==> src/rtl/rgb2tmds_encoder.sv <==
// DVI 1.0 TMDS encoder: one RGB888 pixel plus sync/DE per clock in, three 10-bit
// symbols per clock out (transition minimisation, DC balance, control tokens).
module rgb2tmds_encoder #(
    parameter bit OUT_REG = 1'b1,
    parameter bit SWAP_RB = 1'b0
) (
    input  logic       clk,
    input  logic       reset,
    input  logic       vsync,
    input  logic       hsync,
    input  logic       data_valid,
    input  logic [7:0] data0_r,
    input  logic [7:0] data0_g,
    input  logic [7:0] data0_b,
    output logic [9:0] tmds_ch0,
    output logic [9:0] tmds_ch1,
    output logic [9:0] tmds_ch2,
    output logic       tmds_valid
);

    localparam int unsigned DW  = 8;
    localparam int unsigned QW  = DW + 1;
    localparam int unsigned SW  = 10;
    localparam int unsigned CW  = 5;
    localparam int unsigned NW  = 4;
    localparam int unsigned NCH = 3;

    localparam logic [SW-1:0] TOK_00 = 10'h354;
    localparam logic [SW-1:0] TOK_01 = 10'h0AB;
    localparam logic [SW-1:0] TOK_10 = 10'h154;
    localparam logic [SW-1:0] TOK_11 = 10'h2AB;

    localparam logic signed [CW-1:0] CNT_ZERO = '0;

    // Stage-0 payload; data[2]/[1]/[0] feed ch2/ch1/ch0 after the optional R/B swap.
    typedef struct packed {
        logic                   de;
        logic [1:0]             ctl;
        logic [NCH-1:0][DW-1:0] data;
        logic [NCH-1:0][NW-1:0] ones;
    } s0_t;

    typedef struct packed {
        logic [SW-1:0]        sym;
        logic signed [CW-1:0] cnt;
    } bal_t;

    function automatic logic [SW-1:0] token(input logic [1:0] c);
        logic [SW-1:0] t;
        case (c)
            2'b00:   t = TOK_00;
            2'b01:   t = TOK_01;
            2'b10:   t = TOK_10;
            default: t = TOK_11;
        endcase
        return t;
    endfunction

    // XOR/XNOR chain chosen to minimise transitions; q[8] records which one.
    function automatic logic [QW-1:0] tm_encode(input logic [DW-1:0] d,
                                                input logic [NW-1:0] ones);
        logic          use_xnor;
        logic [QW-1:0] q;
        use_xnor = (ones > NW'(4)) || ((ones == NW'(4)) && !d[0]);
        q        = '0;
        q[0]     = d[0];
        for (int i = 1; i < int'(DW); i++) begin
            q[i] = use_xnor ? ~(q[i-1] ^ d[i]) : (q[i-1] ^ d[i]);
        end
        q[QW-1] = ~use_xnor;
        return q;
    endfunction

    // Running-disparity selection; cnt always equals the summed symbol disparity.
    function automatic bal_t dc_balance(input logic [QW-1:0]        qm,
                                        input logic signed [CW-1:0] cnt);
        bal_t                 r;
        logic [NW-1:0]        n1;
        logic signed [CW-1:0] diff;
        logic signed [CW-1:0] q8x2;
        logic signed [CW-1:0] nq8x2;
        n1    = NW'($countones(qm[DW-1:0]));
        diff  = $signed({n1, 1'b0} - CW'(8));
        q8x2  = qm[QW-1] ? CW'(2) : '0;
        nq8x2 = qm[QW-1] ? '0 : CW'(2);
        r.sym = '0;
        r.cnt = cnt;
        if ((cnt == CNT_ZERO) || (diff == CNT_ZERO)) begin
            r.sym = {~qm[QW-1], qm[QW-1], qm[QW-1] ? qm[DW-1:0] : ~qm[DW-1:0]};
            r.cnt = qm[QW-1] ? (cnt + diff) : (cnt - diff);
        end else if (((cnt > CNT_ZERO) && (diff > CNT_ZERO)) ||
                     ((cnt < CNT_ZERO) && (diff < CNT_ZERO))) begin
            r.sym = {1'b1, qm[QW-1], ~qm[DW-1:0]};
            r.cnt = cnt + q8x2 - diff;
        end else begin
            r.sym = {1'b0, qm[QW-1], qm[DW-1:0]};
            r.cnt = cnt + diff - nq8x2;
        end
        return r;
    endfunction

    s0_t                  s0_d, s0_q;
    logic                 v0_q;
    logic [SW-1:0]        sym_c [NCH];
    logic signed [CW-1:0] cnt_d [NCH];
    logic signed [CW-1:0] cnt_q [NCH];

    always_comb begin
        s0_d         = '0;
        s0_d.de      = data_valid;
        s0_d.ctl     = {vsync, hsync};
        s0_d.data[2] = SWAP_RB ? data0_b : data0_r;
        s0_d.data[1] = data0_g;
        s0_d.data[0] = SWAP_RB ? data0_r : data0_b;
        for (int ch = 0; ch < int'(NCH); ch++) begin
            s0_d.ones[ch] = NW'($countones(s0_d.data[ch]));
        end
    end

    always_ff @(posedge clk) begin
        if (!reset) begin
            s0_q <= '0;
            v0_q <= 1'b0;
        end else begin
            s0_q <= s0_d;
            v0_q <= 1'b1;
        end
    end

    // Control periods emit tokens and zero the disparity so each active run starts fresh.
    always_comb begin
        bal_t bal;
        bal = '0;
        for (int ch = 0; ch < int'(NCH); ch++) begin
            sym_c[ch] = token((ch == 0) ? s0_q.ctl : 2'b00);
            cnt_d[ch] = '0;
            if (s0_q.de) begin
                bal       = dc_balance(tm_encode(s0_q.data[ch], s0_q.ones[ch]), cnt_q[ch]);
                sym_c[ch] = bal.sym;
                cnt_d[ch] = bal.cnt;
            end
        end
    end

    always_ff @(posedge clk) begin
        for (int ch = 0; ch < int'(NCH); ch++) begin
            if (!reset) begin
                cnt_q[ch] <= '0;
            end else begin
                cnt_q[ch] <= cnt_d[ch];
            end
        end
    end

    generate
        if (OUT_REG) begin : g_oreg
            logic [SW-1:0] sym_q [NCH];
            logic          v1_q;

            always_ff @(posedge clk) begin
                if (!reset) begin
                    v1_q <= 1'b0;
                end else begin
                    v1_q <= v0_q;
                end
                for (int ch = 0; ch < int'(NCH); ch++) begin
                    if (!reset) begin
                        sym_q[ch] <= TOK_00;
                    end else begin
                        sym_q[ch] <= sym_c[ch];
                    end
                end
            end

            assign tmds_ch0   = sym_q[0];
            assign tmds_ch1   = sym_q[1];
            assign tmds_ch2   = sym_q[2];
            assign tmds_valid = v1_q;
        end else begin : g_comb
            assign tmds_ch0   = sym_c[0];
            assign tmds_ch1   = sym_c[1];
            assign tmds_ch2   = sym_c[2];
            assign tmds_valid = v0_q;
        end
    endgenerate

endmodule

==> config.mk <==
export PLATFORM = sky130hd
export DESIGN_NAME = rgb2tmds_encoder
export DESIGN_NICKNAME = d
export VERILOG_FILES = /design/src/rtl/rgb2tmds_encoder.sv
export SDC_FILE = /design/constraint.sdc
export NUM_CORES = 1
export LEC_CHECK = 0
export ABC_AREA = 1
export BUFFER_PORTS_ARGS = -buffer_cell sky130_fd_sc_hd__buf_2
export CAP_MARGIN = 15
export CORE_MARGIN = 2
export CORE_UTILIZATION = 47
export CTS_BUF_LIST = sky130_fd_sc_hd__clkbuf_4
export DETAILED_ROUTE_END_ITERATION = 10
export PLACE_DENSITY = 0.66
export SYNTH_ARGS = -nofsm -noshare
export SYNTH_HDL_FRONTEND = slang
export SYNTH_SLANG_ARGS = --single-unit
==> constraint.sdc <==
create_clock -name clk -period 10.7 [get_ports clk]
set_input_delay 1.605 -clock clk [delete_from_list [all_inputs] [get_ports clk]]
set_output_delay 1.605 -clock clk [all_outputs]
set_load 0.005 [all_outputs]
==> results of run 1 <==
==> per-stage QoR <==
step,util,hold WS (ns),area [sq um],setup slack [ns]
global route,0.525,0.448,6930,2.99
finish,0.525,0.426,6930,3.74
global placement,0.514,0.393,6780,3.78
detailed placement,0.514,0.405,6780,3.85
CTS,0.525,0.430,6930,3.76
floorplan,-,0.390,6340,5.58
==> registers in the layout (all words and copies together) (netlist names) <==
register / count
cnt_q: 15
g_oreg.sym_q: 30
s0_q: 39
tmds_valid: 1
v0_q: 1
==> per-layer routing <==
layer / wire length (um) / vias to the layer above / track usage
met5: 0 / - / 0
met4: 228 / 0 / 0.0603
met3: 526 / 14 / 0.0385
met2: 6080 / 123 / 0.314
met1: 6670 / 2342 / 0.279
li1: - / 2635 / -
==> logic make-up after synthesis <==
logic type,count (synthesis)
flops,86
xor+xnor,48
simple gates,306
buf+inv,161
fa+ha+maj,97
compound gates,97
==> area by class of cell <==
cell class	instances	share of cell area
inverter	148	0.0802
clock buffer	9	0.00975
sequential	86	0.249
multi-input combinational	548	0.574
timing repair buffer	60	0.0437
clock inverter	7	0.0114
antenna	1	0.000361
tap	176	0.0318
==> worst paths after layout <==
kind                       start                            end  slack [ns]  depth (start not counted)
min reg2reg         v0_q$_DFF_P_          tmds_valid$_SDFF_PN0_        0.43                          2
min                 v0_q$_DFF_P_          tmds_valid$_SDFF_PN0_        0.43                          2
max          s0_q[28]$_SDFF_PN0_  g_oreg.sym_q[2][0]$_SDFF_PN0_        3.74                         29
max reg2reg  s0_q[28]$_SDFF_PN0_  g_oreg.sym_q[2][0]$_SDFF_PN0_        3.74                         29
==> worst max-delay path: cells and delay by family, from the launching register on <==
family | cells | cell delay (ns)
AND/OR/NAND/NOR | 15 | 2.56
adder cells (fa/ha/maj) | 5 | 1.72
AO/OA/AOI/OAI | 5 | 1.10
buffers and inverters | 3 | 0.71
flip-flops | 1 | 0.50
XOR/XNOR | 1 | 0.28
==> cell usage in the layout (no fill, tap or decap), types with 3 or more instances in the layout <==
cell,instances
nand2_4,3
dfxtp_1,86
inv_1,139
a211oi_1,6
ha_1,60
o21ai_0,27
nand3_2,6
clkinv_1,3
fa_1,37
xnor3_1,3
xnor2_1,19
o2111ai_1,4
inv_2,7
nor2_1,51
a21oi_1,27
xor2_1,25
nand3_1,80
o211ai_1,11
nand2_2,30
clkbuf_4,9
nand2_1,131
a31oi_1,5
buf_2,59
==> out/qor.csv, run 1 <==
stage,metric,value,unit
status,outcome,"complete, no violations",
logic_synthesis,synth_top_family_by_area,adder cells,
sta,rsz0062_at_grt,false,
sta,tightest_slew,0.871,ns
setup_path,crit_top_cell,nand2_2,
sta,slew_headroom,0.417,
logic_synthesis,synthSimpleGateAreaFrac,0.223,
logic_synthesis,synthTopCellsByArea,"dfxtp_1 (27%), ha_1 (12%), fa_1 (12%)",
logic_synthesis,synth_compound_area_frac,0.0954,
logic_synthesis,yosysSeqAreaShare,0.272,
clock_tree,ctsResizeCount,0,
global_routing,antenna_found_initial,1,
logic_synthesis,yosysMostFrequentCell,inv_1,
clock_tree,cts_buffer_depth,2,
finish,final_nets,979,
placed_design,numPortBuffers,59,
min_path,hold_class,flip-flop to flip-flop,
logic_synthesis,synth_edf_count,0,
setup_path,crit_fanout,16,
sta,final_hold_viol_count,0,
floorplan,initial_core_util,0.480,
logic_synthesis,async_reset_ff_frac,0,
floorplan,top_level_ports,60,
placed_design,place_congestion,0.855,
logic_synthesis,yosys.area.top_type,dfxtp_1,
global_routing,grt_max_degree,41,
sta,fmax,144,MHz
clock_tree,clock_sinks,86,
floorplan,core-area,0.0132,sq mm
placed_design,dp_cells,1018,
clock_tree,cts_buffers,9,
finish,fill_cells,1300,
clock_tree,root_buffer,clkbuf_4,
setup_path,path_class,flip-flop to flip-flop,
clock_tree,tritoncts,done,
setup_path,arrival,7.36,ns
logic_synthesis,synth_cell_types,43,
setup_path,max_stage_delay,0.66,ns
global_routing,overflow,0,
global_routing,globalRouteTotalUtil,0.200,
setup_path,start_kind,flip-flop,
route,wl,13500,um
setup_path,end_kind,flip-flop,
clock_tree,cts_setup_buffers,0,
logic_synthesis,synthMuxAreaShare,0,
floorplan,die_w,120,um
sta,setup_violations,0,
setup_path,critical_path.slowest_cell,nor2_1,
finish,drive_gt1_frac,0.152,
floorplan,die-area,0.0144,sq mm
logic_synthesis,syn_nets,921,
logic_synthesis,synth-seq-cells,86,
setup_path,cp.required,11.10,ns
route,dr.pass1.iters,5,
clock_tree,clk_latency,0.47,ns
logic_synthesis,synth-xor-area-share,0.0740,
route,remaining_drc_errors,0,
placed_design,dp_hpwl,10700,um
finish,stdcell_count,1035,
logic_synthesis,ys_top_cells_by_count,"inv_1 (139), nand2_1 (131), dfxtp_1 (86)",
floorplan,num_rows,42,
route,drtAntennaViolNets,0,
logic_synthesis,synthFlopType,dfxtp_1,
floorplan,die_h,120,um
route,via_count,5114,
clock_tree,clk_pin_slew,0.15,ns
logic_synthesis,synth.top_cell.area_share,0.272,
route,post_drt_wl_per_cell,13.1,um
route,via_per_inst,4.94,
global_routing,grt_pass1_wl,23100,um
sta,finalCriticalPeriod,6.96,ns
logic_synthesis,ys_warn_count,0,
route,drt_iter0_markers,387,
clock_tree,holdBufCountCts,0,
sta,skew,0.0181,ns
flow_run,maxCapViolCount,0,
logic_synthesis,synthCells,795,
finish,seq_area,0.00172,sq mm
logic_synthesis,synth_area_per_cell,7.97,sq um
logic_synthesis,synth_fa_ha_area_frac,0.235,
global_routing,grt_pass1_vias,4933,
sta,fin_crit_sh,0.651,
finish,multi_input_area,0.00398,sq mm
finish,areaGrowthSynthToFinish,9.32,%
logic_synthesis,syn_area,0.00634,sq mm
clock_tree,cts_max_level,3,
sta,tns,0,ns
sta,report.final.slew_viol_count,0,
Power of run 1 is not shown: default switching activity piles up to over one toggle a cycle in this logic, so the estimate is an artifact.
==> run 2: changes to the inputs <==
--- a/config.mk
+++ b/config.mk
@@ -5,14 +5,14 @@
 export SDC_FILE = /design/constraint.sdc
 export NUM_CORES = 1
 export LEC_CHECK = 0
-export ABC_AREA = 1
+export ABC_AREA = 0
 export BUFFER_PORTS_ARGS = -buffer_cell sky130_fd_sc_hd__buf_2
 export CAP_MARGIN = 15
 export CORE_MARGIN = 2
 export CORE_UTILIZATION = 47
 export CTS_BUF_LIST = sky130_fd_sc_hd__clkbuf_4
 export DETAILED_ROUTE_END_ITERATION = 10
-export PLACE_DENSITY = 0.66
+export PLACE_DENSITY = 0.69
 export SYNTH_ARGS = -nofsm -noshare
 export SYNTH_HDL_FRONTEND = slang
 export SYNTH_SLANG_ARGS = --single-unit
==> constraint.sdc (replaced) <==
create_clock -name clk -period 5.88 [get_ports clk]
set_input_delay 0.882 -clock clk [delete_from_list [all_inputs] [get_ports clk]]
set_output_delay 0.882 -clock clk [all_outputs]
set_load 0.005 [all_outputs]
==> out/qor.csv, run 2 <==
stage,metric,value,unit
min_path,holdCritStartpoint,v0_q$_DFF_P_,
sta,fmax,180,MHz
placed_design,place_congestion,0.898,
logic_synthesis,synth_area_per_cell,10.1,sq um
setup_path,start_kind,flip-flop,
setup_path,end_kind,flip-flop,
logic_synthesis,syn_area,0.00578,sq mm
setup_path,cp.depth,16,
setup_path,path_class,flip-flop to flip-flop,
setup_path,critical_path.slowest_cell,fa_1,
sta,report.final.slew_viol_count,0,
clock_tree,cts_setup_buffers,0,
min_path,hold_class,flip-flop to flip-flop,
logic_synthesis,synthSimpleGateAreaFrac,0.117,
global_routing,grt_pass1_vias,4040,
setup_path,worstRegToRegCells,16,
clock_tree,cts_buffer_depth,2,
route,post_drt_wl_per_cell,13.7,um
sta,fin_ws,0.323,ns
logic_synthesis,synth-seq-cells,86,
logic_synthesis,synthCells,572,
logic_synthesis,yosys.area.top_type,dfxtp_1,
setup_path,reg2reg_slack,0.32,ns
logic_synthesis,synth_cell_types,52,
finish,largest_registers,"s0_q: 39 flops, g_oreg.sym_q: 30 flops, cnt_q: 15 flops",
floorplan,die-area,0.0132,sq mm
sta,fin_crit_sh,0.945,
route,via_count,3849,
logic_synthesis,synth_fa_ha_area_frac,0.258,
route,via_per_inst,4.90,
logic_synthesis,synth_top_family_by_area,adder cells,
logic_synthesis,synth-xor-area-share,0.160,
placed_design,dp_hpwl,8590,um
setup_path,path_cells,or3b_2 -> a21oi_4 -> inv_1 -> xnor2_1 -> fa_1 -> fa_1 -> fa_1 -> ha_1 -> a21oi_1 -> xnor2_1 -> ha_1 -> ha_1 -> nor3b_1 -> a21oi_2 -> xnor2_1 -> mux2i_1,
logic_synthesis,syn_nets,698,
route,remaining_drc_errors,0,
global_routing,globalRouteTotalUtil,0.179,
sta,skew,0.0203,ns
placed_design,place_ws,0.201,ns
setup_path,max_stage_delay,0.53,ns
sta,tns,0,ns
setup_path,crit_start,s0_q[20]$_SDFF_PN0_,
logic_synthesis,synthMuxAreaShare,0.0216,
sta,finalCriticalPeriod,5.56,ns
finish,largest_reg_flops,39,
setup_path,arrival,5.95,ns
setup_path,crit_fanout,5,
clock_tree,cts_buffers,9,
floorplan,die_w,115,um
logic_synthesis,synthTopCellsByArea,"dfxtp_1 (30%), ha_1 (13%), fa_1 (13%)",
status,outcome,"complete, no violations",
floorplan,initial_core_util,0.482,
global_routing,grt_pass1_wl,18500,um
finish,stdcell_count,786,
sta,slew_headroom,0.396,
logic_synthesis,ys_warn_count,0,
finish,mostFrequentLayoutCells,"dfxtp_1 (85), inv_1 (80), ha_1 (60)",
floorplan,top_level_ports,60,
setup_path,cp.required,6.27,ns
global_routing,antenna_found_initial,1,
finish,areaGrowthSynthToFinish,11.4,%
clock_tree,clk_latency,0.47,ns
route,drt_iter0_markers,146,
setup_path,critical_path_buf_inv_count,1,
finish,layout_commonest_cell,dfxtp_1,
clock_tree,clock_sinks,86,
setup_path,r2r_start,s0_q[20]$_SDFF_PN0_,
sta,finalHoldWorstSlack,0.450,ns
logic_synthesis,yosysSeqAreaShare,0.298,
floorplan,die_h,115,um
logic_synthesis,async_reset_ff_frac,0,
logic_synthesis,yosysMostFrequentCell,dfxtp_1,
logic_synthesis,ys_top_cells_by_count,"dfxtp_1 (86), inv_1 (80), ha_1 (60)",
floorplan,core-area,0.0120,sq mm
clock_tree,cts_max_level,3,
sta,rsz0062_at_grt,false,
clock_tree,root_buffer,clkbuf_4,
logic_synthesis,synth.top_cell.area_share,0.298,
global_routing,grt_max_degree,50,
sta,tightest_slew,0.903,ns
clock_tree,ctsResizeCount,0,
finish,final_nets,759,
floorplan,num_rows,40,
placed_design,numPortBuffers,59,
route,wl,10700,um
sta,setup_violations,0,
clock_tree,holdBufCountCts,0,
global_routing,overflow,0,
flow_run,maxCapViolCount,0,
clock_tree,tritoncts,done,
logic_synthesis,synth_compound_area_frac,0.0841,
clock_tree,clk_pin_slew,0.14,ns
setup_path,critPathTopFamily,adder cells,
route,dr.pass1.iters,5,
setup_path,endpoint,g_oreg.sym_q[1][7]$_SDFF_PN0_,
logic_synthesis,synthFlopType,dfxtp_1,
logic_synthesis,synth_edf_count,0,
sta,final_hold_viol_count,0,
placed_design,dp_cells,769,
finish,drive_gt1_frac,0.166,
setup_path,r2r_end,g_oreg.sym_q[1][7]$_SDFF_PN0_,
finish,regMostFlops,s0_q,
route,drtAntennaViolNets,0,
run 2: cell types whose count changed after synthesis, sizes merged, moves of 10 or more:
cell    delta
mux2i     +11
nand2b    +10
xnor2     +41
nand2    -144
and2      +38
o21ai     -16
inv       -66
nand3     -85
nor2      -21
run 2: area by class of cell:
cell class / instances / area (sq um)
Clock inverter: 7 / 119
Inverter: 80 / 300
Multi-Input combinational cell: 394 / 3730
Tap cell: 147 / 184
Clock buffer: 9 / 67.6
Antenna cell: 1 / 2.50
Sequential cell: 86 / 1720
Fill cell: 1056 / 5570
Timing Repair Buffer: 62 / 318
run 2: stage by stage:
| stage | util | area, sq um |
|---|---|---|
| finish | 0.536 | 6440 |
| global route | 0.536 | 6440 |
| CTS | 0.534 | 6420 |
| detailed placement | 0.519 | 6230 |
| global placement | 0.519 | 6230 |
| floorplan | - | 5780 |
run 2: worst min-delay path by stage:
stage | to | depth (start not counted)
after CTS | tmds_valid$_SDFF_PN0_ | 1
after global placement | tmds_valid$_SDFF_PN0_ | 1
after detailed placement | tmds_valid$_SDFF_PN0_ | 1
final | tmds_valid$_SDFF_PN0_ | 1
after global routing | tmds_valid$_SDFF_PN0_ | 1
after floorplan | tmds_valid$_SDFF_PN0_ | 1
run 2: cells by family after synthesis:
group                      Yosys count
AOI/OAI and AO/OA                   72
xor gates and xnor gates            89
adders and majority gates           97
buffers and inverters               92
DFF                                 86
muxes                               12
and+or+nand+nor                    124
run 2: metal layers:
| layer | GRT usage | share of wire |
|---|---|---|
| met5 | 0 | 0 |
| met4 | 0.0755 | 0.022 |
| met3 | 0.0432 | 0.037 |
| met2 | 0.309 | 0.50 |
| met1 | 0.214 | 0.44 |
run 2: worst register-to-register path: cells and delay by family, from the launching register on:
kind            cells  cell delay [ns]
buf+inv             1             0.15
compound gates      3             0.54
simple gates        2             0.96
xor+xnor            3             0.73
flops               1             0.50
mux                 1             0.24
fa+ha+maj           6             2.37
Power of run 2 is left out for the same reason.
==> run 3: changes to the inputs <==
--- a/config.mk
+++ b/config.mk
@@ -10,7 +10,6 @@
 export CAP_MARGIN = 15
 export CORE_MARGIN = 2
 export CORE_UTILIZATION = 47
-export CTS_BUF_LIST = sky130_fd_sc_hd__clkbuf_4
 export DETAILED_ROUTE_END_ITERATION = 10
 export PLACE_DENSITY = 0.69
 export SYNTH_ARGS = -nofsm -noshare
==> out/qor.csv, run 3 (synthesized netlist as in run 2, its figures left out) <==
stage,metric,value,unit
route,drt_iter0_markers,146,
sta,fmax,180,MHz
route,remaining_drc_errors,0,
route,dr.pass1.iters,4,
setup_path,start_kind,flip-flop,
min_path,holdCritStartpoint,v0_q$_DFF_P_,
sta,skew,0.00802,ns
route,wl,11000,um
sta,setup_violations,0,
setup_path,crit_start,s0_q[20]$_SDFF_PN0_,
setup_path,path_class,flip-flop to flip-flop,
floorplan,top_level_ports,60,
floorplan,die_h,115,um
setup_path,crit_fanout,5,
flow_run,maxCapViolCount,0,
placed_design,numPortBuffers,59,
route,via_per_inst,4.92,
clock_tree,cts_buffer_depth,2,
floorplan,core-area,0.0120,sq mm
floorplan,initial_core_util,0.482,
setup_path,critPathTopFamily,adder cells,
sta,rsz0062_at_grt,false,
route,post_drt_wl_per_cell,14.0,um
global_routing,overflow,0,
global_routing,grt_max_degree,50,
finish,mostFrequentLayoutCells,"dfxtp_1 (85), inv_1 (80), ha_1 (60)",
route,drtAntennaViolNets,0,
clock_tree,clk_pin_slew,0.06,ns
min_path,hold_class,flip-flop to flip-flop,
sta,finalCriticalPeriod,5.56,ns
setup_path,r2r_start,s0_q[20]$_SDFF_PN0_,
floorplan,die_w,115,um
clock_tree,cts_max_level,3,
route,via_count,3865,
clock_tree,clock_sinks,86,
global_routing,grt_pass1_vias,4095,
finish,diodes,0,
setup_path,end_kind,flip-flop,
setup_path,critical_path.slowest_cell,fa_1,
finish,final_nets,759,
sta,report.final.slew_viol_count,0,
clock_tree,holdBufCountCts,0,
placed_design,dp_hpwl,8590,um
finish,drive_gt1_frac,0.168,
floorplan,num_rows,40,
finish,layout_commonest_cell,dfxtp_1,
finish,regMostFlops,s0_q,
setup_path,cp.required,6.15,ns
finish,largest_reg_flops,39,
setup_path,arrival,5.82,ns
sta,tightest_slew,0.902,ns
setup_path,max_stage_delay,0.53,ns
setup_path,critical_path_buf_inv_count,1,
status,outcome,"complete, no violations",
sta,slew_headroom,0.397,
floorplan,die-area,0.0132,sq mm
placed_design,dp_cells,769,
finish,areaGrowthSynthToFinish,14.2,%
finish,largest_registers,"s0_q: 39 flops, g_oreg.sym_q: 30 flops, cnt_q: 15 flops",
clock_tree,clk_latency,0.35,ns
global_routing,grt_pass1_wl,18700,um
clock_tree,tritoncts,done,
sta,tns,0,ns
clock_tree,cts_buffers,9,
placed_design,place_congestion,0.898,
setup_path,path_cells,or3b_2 -> a21oi_4 -> inv_1 -> xnor2_1 -> fa_1 -> fa_1 -> fa_1 -> ha_1 -> a21oi_1 -> xnor2_1 -> ha_1 -> ha_1 -> nor3b_1 -> a21oi_2 -> xnor2_1 -> mux2i_1,
global_routing,antenna_found_initial,0,
sta,final_hold_viol_count,0,
sta,fin_crit_sh,0.945,
clock_tree,root_buffer,clkbuf_16,
global_routing,globalRouteTotalUtil,0.181,
finish,stdcell_count,785,
-- run 3: cell types whose count changed in the layout (fill, tap and decap cells not counted), sizes merged --
cell    change
clkbuf      +1
diode       -1
clkinv      -1
-- run 3: repair_timing --
item,CTS,global route
setup buffers,0,0
resized for setup,0,4
hold endpoints to repair,0,0
setup endpoints to repair,0,3
-- run 3: layout make-up --
class	count	area (sq um)
clock buffer	10	239
clock inverter	6	115
fill	1033	5400
inverter	80	300
multi-input combinational	394	3730
sequential	86	1720
tap	147	184
timing repair buffer	62	318
-- run 3: final timing paths --
check,end,slack [ns],cells past startpoint
max,g_oreg.sym_q[1][7]$_SDFF_PN0_,0.32,16
min,tmds_valid$_SDFF_PN0_,0.43,1
max reg2reg,g_oreg.sym_q[1][7]$_SDFF_PN0_,0.32,16
min reg2reg,tmds_valid$_SDFF_PN0_,0.43,1
-- run 3: metal layers --
layer	part of all wire	global-route usage	vias to the layer above
met5	0	0	-
met4	0.025	0.0763	0
met3	0.040	0.0416	27
met2	0.50	0.316	81
met1	0.43	0.213	1817
li1	-	-	1940
-- run 3: stage by stage --
step | utilization | setup WS [ns] | hold slack, ns | instance area [sq um]
after floorplan | - | 0.529 | 0.412 | 5780
after global placement | 0.519 | 0.453 | 0.418 | 6230
after detailed placement | 0.519 | 0.201 | 0.422 | 6230
after CTS | 0.548 | 0.204 | 0.437 | 6580
after global routing | 0.550 | 0.0100 | 0.480 | 6610
final | 0.550 | 0.323 | 0.434 | 6610
Power of run 3 is left out for the same reason.
